## src/rtl/uart_tx_frame_scheduler_if.sv

```systemverilog
// Handshake between the frame scheduler and the shared UART transmitter.
// The scheduler offers one byte at a time; the transmitter reports when it
// has taken the byte and when the byte has left the serial line.
interface uart_tx_frame_scheduler_if;
  logic       tx_has_data;
  logic [7:0] tx_data;
  logic       tx_is_transmitting;
  logic       tx_transmission_done;

  modport master (
    output tx_has_data,
    output tx_data,
    input  tx_is_transmitting,
    input  tx_transmission_done
  );

  modport slave (
    input  tx_has_data,
    input  tx_data,
    output tx_is_transmitting,
    output tx_transmission_done
  );
endinterface

```

## src/rtl/uart_tx_frame_scheduler.sv

```systemverilog
// Shares one UART transmitter between requester A (measurement responses)
// and requester B (status/error reports). Frames are granted round-robin,
// latched, and fed to the transmitter byte by byte (most-significant byte
// first) with an idle gap between bytes. The granted requester receives a
// one-cycle ack when its frame is done, or when the transmitter refuses a
// byte for too long (frame abandoned, timeout_err pulsed together with ack).
module uart_tx_frame_scheduler #(
  parameter int BYTES_PER_FRAME = 2,
  parameter int GAP_CYCLES      = 4,
  parameter int ACCEPT_TIMEOUT  = 255
) (
  input  logic                         clock,
  input  logic                         reset_n,
  input  logic                         req_a,
  input  logic [8*BYTES_PER_FRAME-1:0] frame_a,
  output logic                         ack_a,
  input  logic                         req_b,
  input  logic [8*BYTES_PER_FRAME-1:0] frame_b,
  output logic                         ack_b,
  output logic                         busy,
  output logic                         grant_id,
  output logic                         timeout_err,
  uart_tx_frame_scheduler_if.master    tx
);

  localparam int FW = 8 * BYTES_PER_FRAME;
  localparam int TW = $clog2(ACCEPT_TIMEOUT + 1);
  localparam int GW = $clog2(GAP_CYCLES + 1);

  localparam logic [TW-1:0] TMO_LAST = TW'(ACCEPT_TIMEOUT - 1);
  localparam logic [TW-1:0] TMO_ONE  = TW'(1);
  localparam logic [GW-1:0] GAP_LAST = GW'(GAP_CYCLES - 1);
  localparam logic [GW-1:0] GAP_ONE  = GW'(1);
  localparam logic [2:0]    IDX_LAST = 3'(BYTES_PER_FRAME - 1);
  localparam logic          ID_A     = 1'b0;
  localparam logic          ID_B     = 1'b1;

  typedef enum logic [2:0] {
    S_SYNC      = 3'd0,
    S_IDLE      = 3'd1,
    S_LAUNCH    = 3'd2,
    S_WAIT_DONE = 3'd3,
    S_GAP       = 3'd4,
    S_FINISH    = 3'd5
  } state_t;

  // The byte currently at the head of the frame shift register.
  function automatic logic [7:0] lead_byte(input logic [FW-1:0] frame);
    return frame[FW-1 -: 8];
  endfunction

  state_t        state_q, state_d;
  logic [FW-1:0] shift_q, shift_d;
  logic [2:0]    idx_q, idx_d;
  logic [GW-1:0] gap_q, gap_d;
  logic [TW-1:0] tmo_q, tmo_d;
  logic          last_q, last_d;
  logic          grant_q, grant_d;
  logic          busy_q, busy_d;
  logic          ack_a_q, ack_a_d;
  logic          ack_b_q, ack_b_d;
  logic          tmo_err_q, tmo_err_d;
  logic          has_data_q, has_data_d;
  logic [7:0]    data_q, data_d;
  logic          done_prev_q;
  logic          done_rise_s;

  // Each completion is counted once per rising edge of done, however long it stays high.
  assign done_rise_s = tx.tx_transmission_done & ~done_prev_q;

  // State, datapath and output registers with synchronous active-low reset.
  always_ff @(posedge clock) begin
    if (!reset_n) begin
      state_q     <= S_SYNC;
      shift_q     <= '0;
      idx_q       <= 3'd0;
      gap_q       <= '0;
      tmo_q       <= '0;
      last_q      <= ID_B;
      grant_q     <= 1'b0;
      busy_q      <= 1'b0;
      ack_a_q     <= 1'b0;
      ack_b_q     <= 1'b0;
      tmo_err_q   <= 1'b0;
      has_data_q  <= 1'b0;
      data_q      <= 8'h00;
      done_prev_q <= 1'b0;
    end else begin
      state_q     <= state_d;
      shift_q     <= shift_d;
      idx_q       <= idx_d;
      gap_q       <= gap_d;
      tmo_q       <= tmo_d;
      last_q      <= last_d;
      grant_q     <= grant_d;
      busy_q      <= busy_d;
      ack_a_q     <= ack_a_d;
      ack_b_q     <= ack_b_d;
      tmo_err_q   <= tmo_err_d;
      has_data_q  <= has_data_d;
      data_q      <= data_d;
      done_prev_q <= tx.tx_transmission_done;
    end
  end

  // Next-state and next-output logic; outputs are computed one cycle ahead so they leave registered.
  always_comb begin
    state_d    = state_q;
    shift_d    = shift_q;
    idx_d      = idx_q;
    gap_d      = gap_q;
    tmo_d      = tmo_q;
    last_d     = last_q;
    grant_d    = grant_q;
    busy_d     = busy_q;
    ack_a_d    = 1'b0;
    ack_b_d    = 1'b0;
    tmo_err_d  = 1'b0;
    has_data_d = has_data_q;
    data_d     = data_q;

    case (state_q)
      // Do not start while the transmitter is still busy with a byte from before reset.
      S_SYNC: begin
        has_data_d = 1'b0;
        busy_d     = 1'b0;
        if (!tx.tx_is_transmitting) begin
          state_d = S_IDLE;
        end else begin
          state_d = S_SYNC;
        end
      end

      S_IDLE: begin
        if (req_a || req_b) begin
          // A wins when alone or when B was served last; otherwise B.
          if (req_a && (!req_b || (last_q == ID_B))) begin
            grant_d = ID_A;
            shift_d = frame_a;
          end else begin
            grant_d = ID_B;
            shift_d = frame_b;
          end
          last_d     = grant_d;
          busy_d     = 1'b1;
          idx_d      = 3'd0;
          tmo_d      = '0;
          has_data_d = 1'b1;
          data_d     = lead_byte(shift_d);
          state_d    = S_LAUNCH;
        end else begin
          busy_d = 1'b0;
        end
      end

      S_LAUNCH: begin
        if (tx.tx_is_transmitting) begin
          has_data_d = 1'b0;
          state_d    = S_WAIT_DONE;
        end else if (tmo_q == TMO_LAST) begin
          // Transmitter never took the byte: abandon the frame and release the requester.
          has_data_d = 1'b0;
          tmo_err_d  = 1'b1;
          ack_a_d    = (grant_q == ID_A);
          ack_b_d    = (grant_q == ID_B);
          state_d    = S_SYNC;
        end else begin
          tmo_d = tmo_q + TMO_ONE;
        end
      end

      // tx_data is held untouched here: the transmitter samples it live.
      S_WAIT_DONE: begin
        if (done_rise_s) begin
          if (idx_q == IDX_LAST) begin
            ack_a_d = (grant_q == ID_A);
            ack_b_d = (grant_q == ID_B);
            state_d = S_FINISH;
          end else begin
            idx_d   = idx_q + 3'd1;
            shift_d = shift_q << 8;
            gap_d   = '0;
            state_d = S_GAP;
          end
        end else begin
          state_d = S_WAIT_DONE;
        end
      end

      S_GAP: begin
        if (gap_q == GAP_LAST) begin
          has_data_d = 1'b1;
          data_d     = lead_byte(shift_q);
          tmo_d      = '0;
          state_d    = S_LAUNCH;
        end else begin
          gap_d = gap_q + GAP_ONE;
        end
      end

      // Ack is visible this cycle with busy still high; busy drops on the next.
      S_FINISH: begin
        busy_d  = 1'b0;
        state_d = S_IDLE;
      end

      default: begin
        has_data_d = 1'b0;
        busy_d     = 1'b0;
        state_d    = S_SYNC;
      end
    endcase
  end

  assign ack_a          = ack_a_q;
  assign ack_b          = ack_b_q;
  assign busy           = busy_q;
  assign grant_id       = grant_q;
  assign timeout_err    = tmo_err_q;
  assign tx.tx_has_data = has_data_q;
  assign tx.tx_data     = data_q;

endmodule

```

## src/flat_wrapper.sv

```systemverilog
// flat-port wrapper written by rule: the top's interface ports become plain ports
module uart_tx_frame_scheduler_flat 
#(
  parameter int BYTES_PER_FRAME = 2,
  parameter int GAP_CYCLES      = 4,
  parameter int ACCEPT_TIMEOUT  = 255
)
  (clock, reset_n, req_a, frame_a, ack_a, req_b, frame_b, ack_b, busy, grant_id, timeout_err, tx_tx_has_data, tx_tx_data, tx_tx_is_transmitting, tx_tx_transmission_done);
  uart_tx_frame_scheduler_if tx_i ();
  input  logic clock;
  input  logic reset_n;
  input  logic req_a;
  input  logic [8*BYTES_PER_FRAME-1:0] frame_a;
  output logic ack_a;
  input  logic req_b;
  input  logic [8*BYTES_PER_FRAME-1:0] frame_b;
  output logic ack_b;
  output logic busy;
  output logic grant_id;
  output logic timeout_err;
  output wire logic [$bits(tx_i.tx_has_data)-1:0] tx_tx_has_data;
  output wire logic [$bits(tx_i.tx_data)-1:0] tx_tx_data;
  input wire logic [$bits(tx_i.tx_is_transmitting)-1:0] tx_tx_is_transmitting;
  input wire logic [$bits(tx_i.tx_transmission_done)-1:0] tx_tx_transmission_done;
  assign tx_tx_has_data = tx_i.tx_has_data;
  assign tx_tx_data = tx_i.tx_data;
  assign tx_i.tx_is_transmitting = tx_tx_is_transmitting;
  assign tx_i.tx_transmission_done = tx_tx_transmission_done;
  uart_tx_frame_scheduler #(.BYTES_PER_FRAME(BYTES_PER_FRAME), .GAP_CYCLES(GAP_CYCLES), .ACCEPT_TIMEOUT(ACCEPT_TIMEOUT)) u_core (.clock(clock), .reset_n(reset_n), .req_a(req_a), .frame_a(frame_a), .ack_a(ack_a), .req_b(req_b), .frame_b(frame_b), .ack_b(ack_b), .busy(busy), .grant_id(grant_id), .timeout_err(timeout_err), .tx(tx_i));
endmodule
```

## config.mk

```make
export PLATFORM = sky130hd
export DESIGN_NAME = uart_tx_frame_scheduler_flat
export DESIGN_NICKNAME = d
export VERILOG_FILES = /design/src/rtl/uart_tx_frame_scheduler_if.sv /design/src/rtl/uart_tx_frame_scheduler.sv /design/src/flat_wrapper.sv
export SDC_FILE = /design/constraint.sdc
export NUM_CORES = 1
export LEC_CHECK = 0
export CAP_MARGIN = 0
export CORE_MARGIN = 5
export CORE_UTILIZATION = 37
export CTS_CLUSTER_DIAMETER = 40
export DETAILED_ROUTE_END_ITERATION = 8
export DONT_BUFFER_PORTS = 1
export PLACE_DENSITY = 0.61
export SLEW_MARGIN = 5
export SYNTH_ARGS = -nofsm -noshare
export SYNTH_HDL_FRONTEND = slang
export SYNTH_SLANG_ARGS = --single-unit
```

## constraint.sdc

```tcl
create_clock -name clock -period 4.6 [get_ports clock]
set_input_delay 1.15 -clock clock [delete_from_list [all_inputs] [get_ports clock]]
set_output_delay 1.15 -clock clock [all_outputs]
set_load 0.005 [all_outputs]
```

Yosys cells after proc, flatten, opt, wreduce, memory -nomap -nowiden
Index checks and enable logic that the tools add are counted.
- register bits after elaboration: 49
- input bits: 38
- add/sub/neg operators: 3
- equality and inequality tests: 16
- multiplexer cells: 48
- bitwise gates (word level): 6
- reduce and logical (&&, ||, !) cells: 19
- operators by type and width (operator ; number):
    2-to-1 mux 16 bit ; 4
    2-to-1 mux 8 bit ; 6
    2-to-1 mux 3 bit ; 11
    case mux 16 bit (2 select lines) ; 1
    case mux 8 bit (3 select lines) ; 1
    case mux 3 bit (6 select lines) ; 1
    2-to-1 mux 1 bit ; 17
    case mux 8 bit (2 select lines) ; 1
    case mux 3 bit (2 select lines) ; 2
    AND reduction 4 bit ; 3
    equality test 3 x 2 -> 1 bit, second input constant ; 3
    adder 8 x 1 -> 8 bit, second input constant ; 1
    equality test 8 bit, second input constant ; 1
    inequality test 2 bit, second input constant ; 4
    adder 3 x 1 -> 3 bit, second input constant ; 2
    equality test 3 x 1 -> 1 bit, second input constant ; 2
    equality test 3 bit, second input constant ; 2
    inequality test 2 x 1 -> 1 bit, second input constant ; 3
    case mux 1 bit (2 select lines) ; 3
    AND reduction 3 bit ; 2
    nonzero test 2 bit ; 3
    OR reduction 3 bit ; 2
    NOT 1 bit ; 5
    AND reduction 5 bit ; 1
    other kinds (10) ; 11

Longest topological paths before layout
- word-level depth: 6
- depth in mapped cells: 7
- mapped depth without buffers: 6

Worst setup path after synthesis
No wires, ideal clock.
- kind: input-to-reg
- from: input port req_a
- to: register u_core.has_data_q (netlist: u_core.tx.tx_has_data)
- library setup time: 0.118 ns
- data arrival time: 2.148 ns
- required time: 4.482 ns
- path slack: 2.334 ns
- stages on the path: 5
- path buffers: 1
- path through: clkbuf_2 > or4b_1 > a21oi_1 > nor2_1 > o2111a_1
- cells in the longest elaborated chain, start to end: 3
- RTL lines (element ; line ; text):
    start, declared ; flat_wrapper.sv:12 ; input logic req_a;
    logical OR 1 bit ; uart_tx_frame_scheduler.sv:135 ; if (req_a || req_b) begin
    inequality test 2 x 1 -> 1 bit (no line) ; -- ;
    AND reduction 4 bit (no line) ; -- ;
    end signal, assigned ; uart_tx_frame_scheduler.sv:100 ; has_data_q <= has_data_d;
    end, declared ; uart_tx_frame_scheduler.sv:63 ; logic has_data_q, has_data_d;
Every way passes these cells.
A chain may end at the register's enable or synchronous reset.

Worst setup path in the final report
- from: input port req_b
- to: register u_core.tmo_q[2]
- cells in the longest elaborated chain, start to end: 3
- RTL lines (element ; line ; text):
    start, declared ; flat_wrapper.sv:15 ; input logic req_b;
    logical OR 1 bit ; uart_tx_frame_scheduler.sv:135 ;
    inequality test 2 x 1 -> 1 bit (no line) ; -- ;
    AND reduction 5 bit (no line) ; -- ;
    end signal, assigned ; uart_tx_frame_scheduler.sv:93 ; tmo_q <= tmo_d;
    end, declared ; uart_tx_frame_scheduler.sv:56 ; logic [TW-1:0] tmo_q, tmo_d;
Every way passes these cells.

==> flow_summary.json <==
{
  "max_freq_mhz": 392,
  "post-route-period-util_pct": 55.5,
  "wl_um": 6210,
  "vias": 2089,
  "netlist_instances": 279,
  "clk_pin_slew_worst_paths_ps": 110,
  "grtUsageTotal_pct": 14.2,
  "cts_max_level": 2,
  "area_growth_pct": 5.02,
  "yosysWarnings": 0,
  "chipHeight_um": 94.1,
  "place_hpwl_um": 4480,
  "clockRootBuffer": "clkbuf_8",
  "setup_viol": 0,
  "ys_types": 57,
  "grt_first_pass_wirelength_um": 9890,
  "final_common_cell": "dfxtp_1",
  "slew_viol_final": 0,
  "p_sw_uw": 261,
  "fp.dieW_um": 94.1,
  "cts_resized": 0,
  "r2r-start": "u_core.state_q[0]",
  "hold_ws_ps": 476,
  "synth_nets": 323,
  "first_pass_iters": 4,
  "dr.first_iter.drc_count": 164,
  "ys.flop_type": "dfxtp_1",
  "cts_tree": "built",
  "cp.arrival_ps": 2800,
  "whs_path_depth": 2,
  "pwr-share-comb_pct": 14.3,
  "syn-cell-area_sq_um": 2620,
  "pwr-share-clk_pct": 31.9,
  "drv_cap": 0,
  "rr_worst_depth": 4,
  "clock_path_buffers": 2,
  "synth-seq-area-share_pct": 37.5,
  "portBuffers": 0,
  "max-vdd-ir-drop_mv": 0.147,
  "grt_pass1_vias": 1937,
  "critPathKind": "primary input to register",
  "gp_congestion": 0.816,
  "ios": 52,
  "fill_cells": 704,
  "grt_max_degree": 28,
  "synth_seq_cells": 49,
  "synthArstFlopShare_pct": 0,
  "critPathRequiredTime_ps": 4850,
  "die-area_sq_um": 8860,
  "hold_viol": 0,
  "drive_gt1_share_pct": 10.7,
  "setup_tns_ps": 0,
  "regToRegEndpoint": "u_core.shift_q[10]",
  "path_max_fanout": 12,
  "synth_edf_count": 0,
  "rows": 30,
  "fin_nets": 314,
  "startpoint_type": "primary input",
  "max_slew.worst_pin.slew_ps": 998,
  "p_sw_share_pct": 29.6,
  "post_drt_wl_per_cell_um": 16.9,
  "rsz0062_at_grt": "no",
  "maxSlewHeadroom_pct": 33.3,
  "cts.sinks": 49,
  "antenna_found_initial": 0,
  "min_path_type": "register to register",
  "initial_utilization_pct": 38.3,
  "outcome": "complete, no violations",
  "drc": 0,
  "min_from": "u_core.gap_q[1]",
  "clk_latency_ps": 320,
  "min_period_ps": 2550,
  "cts_buffers": 5,
  "cts_setup_buffers": 0,
  "power_density_nw_per_um2": 320,
  "r2r_slack_ps": 2220,
  "grt.overflow.total": 0,
  "fp.coreArea_sq_um": 6830,
  "layout_common_cells": "dfxtp_1 (49), nor2_1 (23), nand2_1 (20)",
  "clock_skew_ps": 9.88,
  "worstSetupEndpointType": "register",
  "syn-mean-instance-area_sq_um": 9.38,
  "drtAntennaViolNets": 0,
  "seq_power_share_pct": 53.8,
  "ctsHoldBuffers": 0,
  "viasPerCell": 5.68,
  "min_to": "u_core.gap_q[1]",
  "internal_power_uw": 619,
  "p_leak_uw": 0.00100
}
## stage by stage
stage / cell area [sq um] / power [uW] / setup WS [ps] / instances / utilization [%]
2_1_floorplan: 2620 / 594 / 2330 / 279 / -
3_3_place_gp: 2650 / 607 / 1760 / 359 / 38.8
3_5_place_dp: 2650 / 610 / 1760 / 359 / 38.8
4_1_cts: 2750 / 891 / 2100 / 367 / 40.2
5_1_grt: 2750 / 924 / 1980 / 367 / 40.2
6_report: 2750 / 880 / 2050 / 368 / 40.2
## layout make-up
class,count,area (sq um),share of cell area (%)
Multi-Input combinational cell,207,1520,55.2
Sequential cell,49,981,35.7
Tap cell,96,120,4.37
Clock buffer,5,68.8,2.50
Clock inverter,3,28.8,1.05
Inverter,6,22.5,0.819
Timing Repair Buffer,1,7.51,0.273
Antenna cell,1,2.50,0.0910
## how the worst max path moves through the flow
stage / endpoint / cells after the start / start / slack [ps]
CTS: u_core.tmo_q[2] / 4 / req_b / 2100
finish: u_core.tmo_q[2] / 4 / req_b / 2050
global placement: u_core.tmo_q[3] / 4 / req_b / 1760
detailed placement: u_core.tmo_q[2] / 4 / req_b / 1760
floorplan: u_core.tx.tx_has_data / 5 / req_a / 2330
global route: u_core.shift_q[15] / 4 / u_core.state_q[0] / 1980
## worst max-delay path: stages
cell and delay [ps]:
or2_2 310, a221oi_2 840, nand2_1 270, a31oi_1 220
## power groups by stage
stage,Clock [uW],Combinational (uW),Sequential (uW)
finish,281,126,474
detailed placement,0,126,483
global placement,0,125,483
global route,308,139,477
CTS,290,127,474
floorplan,0,127,467
## flip-flops by register name (all words and copies together), names as in the netlist
name / cells
u_core.shift_q: 16
u_core.tmo_q: 8
u_core.tx.tx_data: 8
u_core.gap_q: 3
u_core.idx_q: 3
u_core.state_q: 3
u_core.ack_a: 1
u_core.ack_b: 1
u_core.busy: 1
u_core.done_prev_q: 1
u_core.grant_id: 1
u_core.last_q: 1
u_core.timeout_err: 1
u_core.tx.tx_has_data: 1
## cell families (layout without fill, tap and decap cells)
group	count (synthesis)	in the layout	synth area share [%]
and+or+nand+nor	110	110	24.4
AOI/OAI and AO/OA	78	78	25.8
DFF	49	49	37.5
buffers and inverters	23	15	4.54
muxes	11	11	4.21
adders and majority gates	6	6	2.87
xor gates and xnor gates	2	2	0.669
other	0	1	0
## cell usage after synthesis (all sizes together) (3+ instances only)
| cell | number | area share [%] |
|---|---|---|
| a211o | 8 | 2.7 |
| a211oi | 9 | 2.6 |
| a21oi | 13 | 2.6 |
| a31oi | 3 | 0.72 |
| a32o | 8 | 3.1 |
| and2 | 6 | 1.4 |
| and3 | 11 | 2.6 |
| buf | 11 | 2.8 |
| clkbuf | 6 | 0.91 |
| dfxtp | 49 | 37 |
| ha | 6 | 2.9 |
| inv | 5 | 0.72 |
| mux2i | 11 | 4.2 |
| nand2 | 20 | 2.9 |
| nand2b | 16 | 3.8 |
| nand3 | 9 | 2.2 |
| nand3b | 3 | 0.86 |
| nor2 | 23 | 3.3 |
| nor2b | 4 | 0.96 |
| nor3 | 3 | 0.76 |
| o21ai | 8 | 1.5 |
| o2bb2ai | 9 | 3.0 |
| o32ai | 8 | 5.0 |
## per-layer routing
metal	up-vias	global-route usage, %	wire [um]
met5	-	0	0
met4	0	4.69	113
met3	11	3.85	339
met2	65	22.9	2970
met1	991	18.3	2780
li1	1022	-	-
Power figures use the tool's default switching activity.
